==> src/rtl/mem_io_pkg.sv <==
// Shared constants and enums for the memory / memory-mapped I/O arbiter.
package mem_io_pkg;

  localparam int DATA_BITS       = 32;
  localparam int DMEM_ADDR_BITS  = 13;
  localparam int DMEM_WORD_BITS  = 2;
  localparam int DMEM_WADDR_BITS = DMEM_ADDR_BITS - DMEM_WORD_BITS;

  localparam logic [31:0] ADDR_HEX  = 32'hF000_0000;
  localparam logic [31:0] ADDR_LEDR = 32'hF000_0004;
  localparam logic [31:0] ADDR_LEDG = 32'hF000_0008;
  localparam logic [31:0] ADDR_KEY  = 32'hF000_0010;
  localparam logic [31:0] ADDR_SW   = 32'hF000_0014;

  typedef enum logic [1:0] {
    IDLE   = 2'd0,
    ACCESS = 2'd1,
    RESP   = 2'd2
  } state_e;

  typedef enum logic [2:0] {
    REG_DMEM = 3'd0,
    REG_HEX  = 3'd1,
    REG_LEDR = 3'd2,
    REG_LEDG = 3'd3,
    REG_KEY  = 3'd4,
    REG_SW   = 3'd5,
    REG_NONE = 3'd6
  } region_e;

endpackage

==> src/rtl/io_sync.sv <==
// Two-flop synchronizer for slow asynchronous board inputs (KEY, SW).
module io_sync #(
  parameter int WIDTH = 1
) (
  input  logic             clk,
  input  logic             reset,
  input  logic [WIDTH-1:0] d,
  output logic [WIDTH-1:0] q
);

  logic [WIDTH-1:0] meta_q;
  logic [WIDTH-1:0] sync_q;

  always_ff @(posedge clk or negedge reset) begin
    if (!reset) begin
      meta_q <= '0;
      sync_q <= '0;
    end else begin
      meta_q <= d;
      sync_q <= meta_q;
    end
  end

  assign q = sync_q;

endmodule

==> src/rtl/mem_io_arbiter.sv <==
// Round-robin arbiter sharing the synchronous data memory and the memory-mapped
// I/O registers (HEX, LEDR, LEDG, KEY, SW) between the CPU (m0) and debug (m1) ports.
module mem_io_arbiter
  import mem_io_pkg::*;
#(
  parameter int DBITS        = DATA_BITS,
  parameter int DMEMADDRBITS = DMEM_ADDR_BITS,
  parameter int DMEMWORDBITS = DMEM_WORD_BITS
) (
  input  logic                                 clk,
  input  logic                                 reset,
  input  logic                                 m0_req,
  input  logic                                 m0_we,
  input  logic [DBITS-1:0]                     m0_addr,
  input  logic [DBITS-1:0]                     m0_wdata,
  output logic                                 m0_ack,
  output logic [DBITS-1:0]                     m0_rdata,
  input  logic                                 m1_req,
  input  logic                                 m1_we,
  input  logic [DBITS-1:0]                     m1_addr,
  input  logic [DBITS-1:0]                     m1_wdata,
  output logic                                 m1_ack,
  output logic [DBITS-1:0]                     m1_rdata,
  output logic [DMEMADDRBITS-DMEMWORDBITS-1:0] dmem_addr,
  output logic                                 dmem_we,
  output logic [DBITS-1:0]                     dmem_wdata,
  input  logic [DBITS-1:0]                     dmem_rdata,
  input  logic [3:0]                           key_in,
  input  logic [9:0]                           sw_in,
  output logic [15:0]                          hex_out,
  output logic [9:0]                           ledr_out,
  output logic [7:0]                           ledg_out,
  output logic                                 bus_err,
  output logic [1:0]                           dbg_state
);

  // Handshake: a requester raises req with addr/we/wdata and holds them stable
  // until its one-cycle ack; it drops req on the edge where it sees ack high.

  localparam int WA = DMEMADDRBITS - DMEMWORDBITS;

  state_e           state_q, state_d;
  region_e          region_q, region_d;
  logic             last_grant_q, last_grant_d;
  logic             id_q, id_d;
  logic             we_q, we_d;
  logic [DBITS-1:0] wdata_q, wdata_d;
  logic [WA-1:0]    dmem_addr_q, dmem_addr_d;
  logic [15:0]      hex_q, hex_d;
  logic [9:0]       ledr_q, ledr_d;
  logic [7:0]       ledg_q, ledg_d;

  logic [3:0]       key_sync;
  logic [9:0]       sw_sync;

  logic             win;
  logic [DBITS-1:0] win_addr;
  region_e          win_region;
  logic             ack;
  logic [DBITS-1:0] rdata;

  io_sync #(.WIDTH(4)) u_key_sync (
    .clk   (clk),
    .reset (reset),
    .d     (key_in),
    .q     (key_sync)
  );

  io_sync #(.WIDTH(10)) u_sw_sync (
    .clk   (clk),
    .reset (reset),
    .d     (sw_in),
    .q     (sw_sync)
  );

  function automatic region_e decode(input logic [DBITS-1:0] a);
    region_e r;
    r = REG_NONE;
    if (a[DMEMWORDBITS-1:0] != '0)          r = REG_NONE;
    else if (a[DBITS-1:DMEMADDRBITS] == '0) r = REG_DMEM;
    else if (a == ADDR_HEX)                 r = REG_HEX;
    else if (a == ADDR_LEDR)                r = REG_LEDR;
    else if (a == ADDR_LEDG)                r = REG_LEDG;
    else if (a == ADDR_KEY)                 r = REG_KEY;
    else if (a == ADDR_SW)                  r = REG_SW;
    return r;
  endfunction

  always_comb begin
    state_d      = state_q;
    region_d     = region_q;
    last_grant_d = last_grant_q;
    id_d         = id_q;
    we_d         = we_q;
    wdata_d      = wdata_q;
    dmem_addr_d  = dmem_addr_q;
    hex_d        = hex_q;
    ledr_d       = ledr_q;
    ledg_d       = ledg_q;
    ack          = 1'b0;
    rdata        = '0;
    bus_err      = 1'b0;
    dmem_we      = 1'b0;

    // On a tie the port that did not win last time gets the grant.
    if (m0_req && m1_req) win = ~last_grant_q;
    else                  win = m1_req;
    win_addr   = win ? m1_addr : m0_addr;
    win_region = decode(win_addr);

    case (state_q)
      IDLE: begin
        if (m0_req || m1_req) begin
          state_d      = ACCESS;
          last_grant_d = win;
          id_d         = win;
          we_d         = win ? m1_we : m0_we;
          wdata_d      = win ? m1_wdata : m0_wdata;
          region_d     = win_region;
          // dmem_addr only moves for DMEM accesses so the RAM sees it during ACCESS.
          if (win_region == REG_DMEM) dmem_addr_d = win_addr[DMEMADDRBITS-1:DMEMWORDBITS];
        end
      end
      ACCESS: begin
        if (we_q) begin
          ack     = 1'b1;
          state_d = IDLE;
          case (region_q)
            REG_DMEM: dmem_we = 1'b1;
            REG_HEX:  hex_d   = wdata_q[15:0];
            REG_LEDR: ledr_d  = wdata_q[9:0];
            REG_LEDG: ledg_d  = wdata_q[7:0];
            default:  bus_err = 1'b1;
          endcase
        end else begin
          state_d = RESP;
        end
      end
      RESP: begin
        ack     = 1'b1;
        state_d = IDLE;
        case (region_q)
          REG_DMEM: rdata   = dmem_rdata;
          REG_HEX:  rdata   = {{(DBITS-16){1'b0}}, hex_q};
          REG_LEDR: rdata   = {{(DBITS-10){1'b0}}, ledr_q};
          REG_LEDG: rdata   = {{(DBITS-8){1'b0}}, ledg_q};
          REG_KEY:  rdata   = {{(DBITS-4){1'b0}}, ~key_sync};
          REG_SW:   rdata   = {{(DBITS-10){1'b0}}, sw_sync};
          default:  bus_err = 1'b1;
        endcase
      end
      default: state_d = IDLE;
    endcase
  end

  always_ff @(posedge clk or negedge reset) begin
    if (!reset) begin
      state_q      <= IDLE;
      region_q     <= REG_NONE;
      last_grant_q <= 1'b1;
      id_q         <= 1'b0;
      we_q         <= 1'b0;
      wdata_q      <= '0;
      dmem_addr_q  <= '0;
      hex_q        <= '0;
      ledr_q       <= '0;
      ledg_q       <= '0;
    end else begin
      state_q      <= state_d;
      region_q     <= region_d;
      last_grant_q <= last_grant_d;
      id_q         <= id_d;
      we_q         <= we_d;
      wdata_q      <= wdata_d;
      dmem_addr_q  <= dmem_addr_d;
      hex_q        <= hex_d;
      ledr_q       <= ledr_d;
      ledg_q       <= ledg_d;
    end
  end

  assign m0_ack     = ack & ~id_q;
  assign m1_ack     = ack & id_q;
  assign m0_rdata   = m0_ack ? rdata : '0;
  assign m1_rdata   = m1_ack ? rdata : '0;
  assign dmem_addr  = dmem_addr_q;
  assign dmem_wdata = wdata_q;
  assign hex_out    = hex_q;
  assign ledr_out   = ledr_q;
  assign ledg_out   = ledg_q;
  assign dbg_state  = state_q;

endmodule

==> config.mk <==
export PLATFORM = sky130hd
export DESIGN_NAME = mem_io_arbiter
export DESIGN_NICKNAME = d
export VERILOG_FILES = /design/src/rtl/mem_io_pkg.sv /design/src/rtl/io_sync.sv /design/src/rtl/mem_io_arbiter.sv
export SDC_FILE = /design/constraint.sdc
export NUM_CORES = 1
export LEC_CHECK = 0
export ABC_CLOCK_PERIOD_IN_PS = 4000
export BUFFER_PORTS_ARGS = -buffer_cell sky130_fd_sc_hd__buf_2
export CAP_MARGIN = 30
export CORE_AREA = 2 2 126 128
export CTS_CLUSTER_SIZE = 12
export DETAILED_ROUTE_END_ITERATION = 12
export DIE_AREA = 0 0 128 130
export PLACE_DENSITY_LB_ADDON = 0.15
export REMOVE_ABC_BUFFERS = 1
export SKIP_LAST_GASP = 1
export SLEW_MARGIN = 20
export SYNTH_ARGS = -nofsm -noshare
export SYNTH_HDL_FRONTEND = slang
export SYNTH_SLANG_ARGS = --single-unit
==> constraint.sdc <==
create_clock -name clk -period 4 [get_ports clk]
set_input_delay 0.4 -clock clk [delete_from_list [all_inputs] [get_ports clk]]
set_output_delay 0.4 -clock clk [all_outputs]
set_load 0.01 [all_outputs]
==> Word level (Yosys, flattened, before mapping) <==
Cells that the tools add are included.
W data, S select, Z words.
{ "word_totals": {"regBits": 113, "latch_bits": 0, "ramBits": 0, "romBits": 0, "inputBits": 180, "output_inout_bits": 147, "wordCells": 73, "n_memories": 0} }
{ "classes": {"addsub": 0, "multipliers": 0, "n_div": 0, "order_cmp": 0, "n_eq_ne": 13, "shift": 0, "n_mux": 27, "bitwise_logic": 5, "reduce_logical": 14} }
{ "ops": {"columns": ["op", "count"], "rows": [
  ["$pmux W32 S6", 1],
  ["$eq A32 B32 Y1 const B", 5],
  ["$mux W32", 5],
  ["$logic_not A19 Y1", 1],
  ["$mux W3", 5],
  ["$reduce_and A3 Y1", 4],
  ["$mux W1", 9],
  ["$mux W2", 4],
  ["$eq A3 B2 Y1 const B", 2],
  ["$eq A3 B3 Y1 const B", 2],
  ["$logic_not A3 Y1", 2],
  ["$reduce_or A6 Y1", 1],
  ["$not A4 Y4", 1],
  ["$pmux W1 S2", 2],
  ["$pmux W2 S2", 1],
  ["$reduce_or A4 Y1", 1],
  ["$eq A3 B1 Y1 const B", 1],
  ["$and A1 B1 Y1", 2],
  ["$eq A2 B1 Y1 const B", 1],
  ["$eq A2 B2 Y1 const B", 1],
  ["$logic_not A2 Y1", 1],
  ["$ne A2 B2 Y1 const B", 1],
  ["$not A1 Y1", 2],
  ["$reduce_and A2 Y1", 1],
  ["3 further kinds", 3]
]} }

==> Longest topological paths before layout <==
Gate-level depths: netlist (run 1).
{ "depth": {"depth_word": 13, "ltp_mapped": 9, "ltp_nobuf": 7} }

==> Modules after synthesis <==
A second synthesis (run 1) with hierarchy kept.
{ "unflattened": {"cells_unflattened": 591, "hier_area_um2": 5719.2} }
{ "modules_own_cells": {"columns": ["mod", "n_inst", "cells_each", "area_each_um2"], "rows": [
  ["mem_io_arbiter", 1, 563, 5018.6],
  ["io_sync at u_sw_sync", 1, 20, 500.5],
  ["io_sync at u_key_sync", 1, 8, 200.2]
]} }

==> Worst setup path after synthesis (run 1) <==
OpenSTA, ideal clock, no wires.
{ "synth_timing": {"path_kind": "reg2out", "start": "register state_q[1] (netlist: dbg_state[1])", "end": "output port m0_rdata[21]", "t_arrival_ns": 1.843, "path_slack_ns": 1.757, "path_stages_with_launch": 10, "cell_sequence": "dfrtp_1 inv_1 ha_1 and2_1 o21ai_0 or2_1 clkbuf_1 nor3_2 clkbuf_1 and2_1"} }
{ "synth_via": {"elab_chain_cells": 4} }
{ "synth_rtl": {"columns": ["item", "line", "text"], "rows": [
  ["from (decl)", "mem_io_arbiter.sv:42", "state_e state_q, state_d;"],
  ["from (signal assigned)", "mem_io_arbiter.sv:169", "state_q <= state_d;"],
  ["$eq A2 B2 Y1 or $eq A2 B1 Y1 (tied branches)", "mem_io_arbiter.sv:111", "case (state_q)"],
  ["$pmux W1 S2", "mem_io_arbiter.sv:111", null],
  ["$and A1 B1 Y1", "mem_io_arbiter.sv:182", "assign m0_ack = ack & ~id_q;"],
  ["$mux W32 *", "mem_io_arbiter.sv:184", "assign m0_rdata = m0_ack ? rdata : '0;"],
  ["to (decl)", "mem_io_arbiter.sv:17", "output logic [DBITS-1:0] m0_rdata,"]
]} }
Every way passes the cells marked *; elsewhere a longest branch is shown, timed or not.

==> Final worst setup path (run 1) <==
{ "layout_timing": {"start": "register state_q[0] (netlist: dbg_state[0])", "end": "output port m0_rdata[21]"} }
Same word-level chain as after synthesis.

==> results of run 1 <==
## area by class of cell
class,instances,area (µm²)
fill,1439,7410
inverter,8,30.0
multi-input combinational,398,2660
sequential,113,2830
timing repair buffer,336,1710
tap,192,240
clock buffer,22,454
clock inverter,7,87.6
## worst min path at each step
stage	to
floorplan	dbg_state[0]$_DFFE_PN0P_
global placement	u_sw_sync.q[6]$_DFF_PN0_
detailed placement	u_key_sync.q[1]$_DFF_PN0_
CTS	u_sw_sync.meta_q[5]$_DFF_PN0_
global route	u_sw_sync.meta_q[5]$_DFF_PN0_
finish	u_sw_sync.meta_q[0]$_DFF_PN0_
## state kept, by name (all words and copies together), names as in the netlist
name               flops
region_q               3
ledg_out               8
u_key_sync.q           4
u_key_sync.meta_q      4
dmem_addr             11
last_grant_q           1
dmem_wdata            32
u_sw_sync.q           10
dbg_state              2
hex_out               16
ledr_out              10
id_q                   1
u_sw_sync.meta_q      10
we_q                   1
## per-layer routing
layer	share of wire, %	up-vias	track usage [%]
met3	7.5	27	5.86
met1	39	2515	24.2
met4	1.6	2	7.56
met5	0.039	-	0
met2	52	231	38.5
li1	-	2589	-
## cell usage after synthesis, types with 8 or more instances
cell type / n / area share [%]
dfrtp_1: 110 / 49
nand2_1: 79 / 5.2
mux2_2: 45 / 9.0
o21ai_0: 45 / 4.0
nor2_1: 39 / 2.6
and2_1: 37 / 4.1
mux2i_1: 35 / 6.2
a31oi_1: 23 / 2.5
clkbuf_1: 21 / 1.4
a21oi_1: 10 / 0.88
buf_2: 10 / 0.88
nor4_1: 9 / 1.0
inv_1: 8 / 0.53
## where the power goes
group	internal (mW)	switching, mW
logic	0.390	0.588
clock network	0.915	0.497
registers	1.36	0.156
total	2.66	1.24
## critical path: stages (launching register included)
cell,delay (ns)
dfrtp_1,0.40
inv_1,0.11
ha_1,0.50
o21ai_0,0.15
or2_1,0.27
nor3_2,0.59
and2_1,0.22
buf_2,0.13
## cell families (layout without fill, tap and decap cells)
group | Yosys count | after routing | synth area share (%)
and+or+nand+nor | 209 | 209 | 18.4
DFF | 113 | 113 | 50.0
AOI/OAI and AO/OA | 102 | 102 | 10.7
muxes | 84 | 84 | 16.7
buffers and inverters | 44 | 373 | 3.41
adders and majority gates | 3 | 3 | 0.663
## through the flow
stage	worst slack, ns	area, µm²	hold slack [ns]	setup TNS (ns)
after floorplan	-1.26	5500	0.104	-22.61
after global placement	1.33	7470	0.333	0
after detailed placement	1.19	7470	0.335	0
after CTS	0.734	8020	0.0723	0
after global routing	0.564	8020	0.0755	0
final	0.832	8020	0.0941	0
==> flow_summary_export.csv, run 1 <==
group,metric,value,unit
run_status,outcome,"finished clean",
cts,root_buffer,"clkbuf_16",
cells_and_area,area_growth,41.7,%
floorplan,core,15400,µm²
worst_setup_path,r2r_start,"region_q[0]$_DFFE_PN0P_",
synth,synthArstFlopShare,100,%
detailed_routing,via_per_inst,4.99,
cts,cts_sinks,113,
cts,cts_tree,"done",
cts,post_cts_resized,0,
worst_setup_path,regToRegSetupSlack,1.34,ns
global_route,antenna_found_initial,1,
place,dp_hpwl,13.5,mm
global_route,grt_max_degree,72,
sta,maxSlewViolCount,0,
global_route,grt_pass1_wl,27.2,mm
worst_setup_path,start_kind,"flip-flop",
synth,synth-warning-count,0,
sta,relSlewSlack,40.4,%
floorplan,core.rowCount,46,
cells_and_area,final_util,52.0,%
power_and_ir_drop,peakVddDrop,260,µV
cells_and_area,antenna_cells,0,
run,maxCapViolCount,0,
cts,htreeDepth,4,
cells_and_area,mostFrequentLayoutCells,"buf_2, dfrtp_1, nand2_1, mux2_2, o21ai_0",
place,port_buffers,326,
floorplan,io_pins,327,
synth,synth_edf_count,0,
sta,timing.fmax,316,MHz
detailed_routing,drt-total-wl,17.8,mm
floorplan,initial_core_util,36.7,%
worst_setup_path,timing.rr.end,"hex_out[12]$_DFFE_PN0P_",
synth,ys_seq_area_share,50.0,%
cells_and_area,num-nets-final,1057,
synth,synth.distinct_cells,47,
detailed_routing,vias,5364,
detailed_routing,first_pass_iters,4,
place,dp_cells,1046,
cts,postCtsSetupBuffers,0,
global_route,overflow,0,
synth,ys.flop_type,"dfrtp_1",
detailed_routing,drt_iter0_drc,253,
sta,final-hold-violation-count,0,
synth,synth_cells,555,
worst_setup_path,worstPathRequired,3.60,ns
worst_setup_path,critPathArrivalTime,2.77,ns
worst_setup_path,crit_fanout,16,
detailed_routing,drc_errors,0,
worst_setup_path,crit_path_end_kind,"primary output",
synth,netlist_area,5660,µm²
sta,rsz0062_at_grt,"no",
sta,fin_crit_sh,79.2,%
power_and_ir_drop,leakagePower,4.25,nW
sta,finalSetupViolations,0,
sta,period_minus_slack,3.17,ns
synth,synth_area_per_cell,10.2,µm²
worst_hold_path,min_path_type,"input port to flip-flop",
cells_and_area,mostFrequentLayoutCell,"buf_2",
cts,clock_latency,0.41,ns
global_route,gr-usage-all-layers,21.3,%
sta,fin_worst_skew,0.00593,ns
cts,clockBufferDepth,2,
worst_setup_path,crit_start,"dbg_state[0]$_DFFE_PN0P_",
worst_hold_path,hold_path_startpoint,"sw_in[0]",
cells_and_area,final_cell_count_no_fill,1076,
worst_setup_path,worstRegToRegCells,3,
power_and_ir_drop,fin_total_pwr,3.90,mW
sta,worst_pin_slew,0.894,ns
floorplan,chipWidth,128,µm
floorplan,die_height,130,µm
place,globalplace.congestion,0.877,
synth,synth_seq_cells,113,
cells_and_area,drive_above_1_share,47.5,%
worst_hold_path,hold_depth,1,
power_and_ir_drop,powerDensity,487,nW/µm²
global_route,grt_pass1_vias,5160,
cts,cts_buffers,17,
cts,postCtsHoldBufs,1,
detailed_routing,drt-wirelength-per-cell,16.6,µm
detailed_routing,postRouteAntennaNets,0,
cts,clkTransAtPathRegs,0.05,ns
worst_setup_path,path_class,"flip-flop to primary output",
floorplan,die_area,16600,µm²
worst_setup_path,cp-endpoint,"m0_rdata[21]",
(Power assumes the default switching activity.)
==> run 2: changes to the inputs <==
--- a/config.mk
+++ b/config.mk
@@ -5,7 +5,7 @@
 export SDC_FILE = /design/constraint.sdc
 export NUM_CORES = 1
 export LEC_CHECK = 0
-export ABC_CLOCK_PERIOD_IN_PS = 4000
+export ABC_CLOCK_PERIOD_IN_PS = 2800
 export BUFFER_PORTS_ARGS = -buffer_cell sky130_fd_sc_hd__buf_2
 export CAP_MARGIN = 30
 export CORE_AREA = 2 2 126 128
==> constraint.sdc (replaced) <==
create_clock -name clk -period 2.8 [get_ports clk]
set_input_delay 0.28 -clock clk [delete_from_list [all_inputs] [get_ports clk]]
set_output_delay 0.28 -clock clk [all_outputs]
set_load 0.01 [all_outputs]
==> flow_summary_export.csv, run 2 (same netlist as run 1, synthesis figures left out) <==
group,metric,value,unit
run_status,outcome,"finished clean",
sta,worst_hold_slack,0.135,ns
floorplan,core,15400,µm²
power_and_ir_drop,leakagePower,4.38,nW
place,port_buffers,326,
detailed_routing,vias,5477,
cells_and_area,final_util,53.8,%
detailed_routing,first_pass_iters,4,
detailed_routing,drt_iter0_drc,194,
sta,timing.fmax,394,MHz
power_and_ir_drop,powerDensity,697,nW/µm²
sta,final-hold-violation-count,0,
worst_setup_path,critPathArrivalTime,2.26,ns
global_route,antenna_found_initial,1,
place,globalplace.congestion,0.866,
place,dp_cells,1054,
sta,finalSetupViolations,0,
cts,cts_tree,"done",
run,maxCapViolCount,0,
floorplan,die_area,16600,µm²
cells_and_area,num-nets-final,1079,
worst_hold_path,min_path_type,"input port to flip-flop",
worst_setup_path,crit_path_end_kind,"primary output",
global_route,grt_max_degree,72,
detailed_routing,drt-total-wl,18.1,mm
power_and_ir_drop,peakVddDrop,440,µV
sta,relSlewSlack,50.5,%
cts,cts_buffers,17,
cts,cts_sinks,113,
sta,period_minus_slack,2.54,ns
floorplan,core.rowCount,46,
worst_setup_path,path_class,"flip-flop to primary output",
worst_setup_path,crit_fanout,16,
worst_setup_path,start_kind,"flip-flop",
sta,fin_crit_sh,90.6,%
cells_and_area,final_cell_count_no_fill,1101,
cts,htreeDepth,4,
cts,postCtsSetupBuffers,0,
detailed_routing,via_per_inst,4.97,
floorplan,die_height,130,µm
global_route,grt_pass1_wl,27.8,mm
global_route,gr-usage-all-layers,21.7,%
global_route,overflow,0,
detailed_routing,drc_errors,0,
sta,worst_pin_slew,0.743,ns
floorplan,chipWidth,128,µm
place,dp_hpwl,13.8,mm
detailed_routing,drt-wirelength-per-cell,16.5,µm
sta,fin_worst_skew,0.00545,ns
cells_and_area,mostFrequentLayoutCell,"buf_2",
sta,rsz0062_at_grt,"no",
cts,clock_latency,0.41,ns
cts,root_buffer,"clkbuf_16",
sta,maxSlewViolCount,0,
cells_and_area,drive_above_1_share,47.5,%
global_route,grt_pass1_vias,5519,
floorplan,io_pins,327,
floorplan,initial_core_util,36.7,%
cells_and_area,mostFrequentLayoutCells,"buf_2, dfrtp_1, nand2_1, mux2_2, o21ai_0",
cells_and_area,area_growth,46.8,%
detailed_routing,postRouteAntennaNets,0,
worst_setup_path,regToRegSetupSlack,0.52,ns
cells_and_area,largest_reg_flops,32,
cts,clockBufferDepth,2,
cts,clkTransAtPathRegs,0.05,ns
worst_setup_path,worstPathRequired,2.52,ns
[run 2: repair_timing]
| action | in CTS | in global routing |
|---|---|---|
| resized for setup | 0 | 0 |
| endpoints found under the hold margin | 64 | 0 |
| hold buffers | 15 | 0 |
[run 2: path summary, 6_finish.rpt]
kind | start | to | cells past startpoint
setup / recovery | region_q[0]$_DFFE_PN0P_ | m0_rdata[1] | 7
setup reg to reg | last_grant_q$_DFFE_PN1P_ | dmem_addr[2]$_DFFE_PN0P_ | 5
max in group asynchronous | reset | dmem_addr[8]$_DFFE_PN0P_ | 3
min in group asynchronous | reset | ledr_out[7]$_DFFE_PN0P_ | 2
hold reg to reg | u_sw_sync.meta_q[4]$_DFF_PN0_ | u_sw_sync.q[4]$_DFF_PN0_ | 0
hold / removal | m0_addr[12] | dmem_addr[10]$_DFFE_PN0P_ | 3
[run 2: critical path, stage by stage (launching register included)]
cell	delay (ns)
dfrtp_2	0.60
buf_4	0.28
mux2_2	0.35
a22oi_1	0.14
nor2_1	0.05
o21ai_0	0.21
nor2_1	0.07
buf_2	0.14
[run 2: power breakdown]
part           switching [mW]  internal (mW)
Sequential              0.228           1.94
Clock                   0.729           1.47
Combinational           0.849          0.576
[run 2: stage by stage]
step                power, mW  setup WS [ns]  cell area (µm²)  setup TNS, ns
floorplan                2.90          -2.42             5500         -77.17
global placement         3.55          0.535             7550              0
detailed placement       3.61          0.480             7550              0
CTS                      5.86          0.211             8300              0
global route             6.12         0.0523             8310              0
finish                   5.79          0.263             8310              0
[run 2: final cells by class]
class / count / area, µm²
Fill cell: 1446 / 7120
Sequential cell: 113 / 2830
Multi-Input combinational cell: 398 / 2660
Timing Repair Buffer: 358 / 1940
Clock buffer: 20 / 437
Tap cell: 192 / 240
Clock inverter: 11 / 164
Inverter: 8 / 30.0
Antenna cell: 1 / 2.50
[run 2: per-layer routing]
layer	part of all wire (%)	vias up	wire length, µm	track usage [%]
met4	1.8	0	325	8.14
met5	0	-	0	0
met3	6.8	29	1240	5.25
met2	52	228	9510	39.9
met1	39	2586	7060	24.5
li1	-	2634	-	-
==> run 3: changes to the inputs <==
--- a/config.mk
+++ b/config.mk
@@ -5,7 +5,7 @@
 export SDC_FILE = /design/constraint.sdc
 export NUM_CORES = 1
 export LEC_CHECK = 0
-export ABC_CLOCK_PERIOD_IN_PS = 2800
+export ABC_CLOCK_PERIOD_IN_PS = 3200
 export BUFFER_PORTS_ARGS = -buffer_cell sky130_fd_sc_hd__buf_2
 export CAP_MARGIN = 30
 export CORE_AREA = 2 2 126 128
==> constraint.sdc (replaced) <==
create_clock -name clk -period 3.2 [get_ports clk]
set_input_delay 0.32 -clock clk [delete_from_list [all_inputs] [get_ports clk]]
set_output_delay 0.32 -clock clk [all_outputs]
set_load 0.01 [all_outputs]
==> flow_summary_export.csv, run 3 (same netlist as run 1, synthesis figures left out) <==
group,metric,value,unit
cells_and_area,fin_area,8220,µm²
cts,postCtsSetupBuffers,0,
cells_and_area,antenna_cells,0,
worst_setup_path,slowest_delay,0.59,ns
detailed_routing,postRouteAntennaNets,0,
floorplan,initial_core_util,36.7,%
sta,tns,0,ns
run_status,outcome,"finished clean",
detailed_routing,first_pass_iters,4,
cells_and_area,area_growth,45.2,%
sta,maxSlewViolCount,0,
sta,final-hold-violation-count,0,
detailed_routing,drt_iter0_drc,209,
run,maxCapViolCount,0,
cts,cts_sinks,113,
detailed_routing,drc_errors,0,
worst_setup_path,worstRegToRegCells,4,
worst_hold_path,hold_depth,1,
cts,post_cts_resized,0,
sta,relSlewSlack,38.3,%
cts,clkTransAtPathRegs,0.05,ns
sta,finalSetupViolations,0,
detailed_routing,via_per_inst,5.01,
worst_setup_path,timing.rr.end,"hex_out[5]$_DFFE_PN0P_",
cts,postCtsHoldBufs,5,
cells_and_area,mostFrequentLayoutCells,"buf_2, dfrtp_1, nand2_1, mux2_2, o21ai_0",
worst_hold_path,min_to,"u_sw_sync.meta_q[5]$_DFF_PN0_",
floorplan,die_area,16600,µm²
cells_and_area,largest_reg_flops,32,
cts,clockBufferDepth,2,
global_route,grt_max_degree,72,
sta,fin_worst_skew,0.00511,ns
cells_and_area,multiInputGateArea,2660,µm²
place,dp_hpwl,13.4,mm
worst_setup_path,path_class,"flip-flop to primary output",
worst_setup_path,crit_family,"simple AND/OR/NAND/NOR gates",
worst_hold_path,min_path_type,"input port to flip-flop",
global_route,grt_pass1_vias,5292,
worst_setup_path,crit_fanout,16,
power_and_ir_drop,leakagePower,4.33,nW
detailed_routing,drt-total-wl,17.8,mm
sta,fin_crit_sh,89.9,%
worst_setup_path,crit_buf_inv,3,
place,placed_area,7510,µm²
power_and_ir_drop,fin_total_pwr,5.19,mW
detailed_routing,vias,5434,
floorplan,core.rowCount,46,
worst_setup_path,cp_slowest_cell,"nor3_2",
global_route,grt_pass1_wl,27.1,mm
sta,worst_pin_slew,0.921,ns
cts,root_buffer,"clkbuf_16",
global_route,overflow,0,
power_and_ir_drop,powerDensity,632,nW/µm²
floorplan,io_pins,327,
worst_setup_path,worstPathRequired,2.88,ns
global_route,antenna_found_initial,1,
place,port_buffers,326,
floorplan,chipWidth,128,µm
sta,period_minus_slack,2.88,ns
power_and_ir_drop,peakVddDrop,343,µV
cts,clock_latency,0.41,ns
cts,cts_buffers,17,
cts,cts_tree,"done",
cells_and_area,final_util,53.3,%
worst_setup_path,regToRegSetupSlack,0.80,ns
cts,htreeDepth,4,
cells_and_area,mostFrequentLayoutCell,"buf_2",
worst_setup_path,start_kind,"flip-flop",
worst_setup_path,critPathArrivalTime,2.56,ns
cells_and_area,fillers,1468,
cells_and_area,drive_above_1_share,47.8,%
worst_hold_path,hold_path_startpoint,"sw_in[5]",
cells_and_area,num-nets-final,1063,
detailed_routing,drt-wirelength-per-cell,16.4,µm
global_route,gr-usage-all-layers,21.2,%
floorplan,core,15400,µm²
worst_setup_path,crit_path_end_kind,"primary output",
sta,timing.fmax,347,MHz
sta,rsz0062_at_grt,"no",
worst_setup_path,r2r_start,"region_q[0]$_DFFE_PN0P_",
floorplan,die_height,130,µm
worst_setup_path,crit_chain,"inv_1 -> ha_1 -> buf_4 -> o21ai_0 -> or2_1 -> nor3_2 -> and2_1 -> buf_2",
place,globalplace.congestion,0.865,
cells_and_area,ff_latch_area,2830,µm²
run 3: area by class of cell:
cell class,count,area share [%]
multi-input combinational,398,32.4
inverter,8,0.365
sequential,113,34.5
clock buffer,22,5.77
timing repair buffer,342,21.9
clock inverter,9,2.18
tap,192,2.92
run 3: report_power, final:
part / switching, mW / internal (mW)
combinational: 0.737 / 0.498
clock: 0.630 / 1.44
sequential: 0.195 / 1.69
total: 1.56 / 3.63
run 3: worst max-delay path by stage:
stage | start | endpoint | depth (start not counted)
finish | dbg_state[0]$_DFFE_PN0P_ | m0_rdata[20] | 8
global route | dbg_state[0]$_DFFE_PN0P_ | m0_rdata[29] | 8
CTS | dbg_state[0]$_DFFE_PN0P_ | m0_rdata[20] | 8
detailed placement | m1_req | dmem_addr[3]$_DFFE_PN0P_ | 6
global placement | m1_req | dmem_addr[3]$_DFFE_PN0P_ | 6
floorplan | last_grant_q$_DFFE_PN1P_ | dmem_addr[0]$_DFFE_PN0P_ | 4
run 3: routing by layer:
layer  global-route usage (%)  wire (µm)  part of all wire, %
met1                     24.7       7000                   39
met2                     38.0       9110                   51
met3                     5.70       1320                  7.4
met4                     7.18        315                  1.8
met5                        0         13                0.073
run 3: stage by stage:
| stage | setup WS [ns] | instances | hold WS (ns) |
|---|---|---|---|
| after global routing | 0.0489 | 1084 | 0.00622 |
| after CTS | 0.245 | 1083 | 0.00175 |
| after global placement | 0.677 | 1046 | 0.332 |
| after floorplan | -2.02 | 519 | 0.0244 |
| after detailed placement | 0.608 | 1047 | 0.279 |
| final | 0.322 | 1084 | 0.0220 |
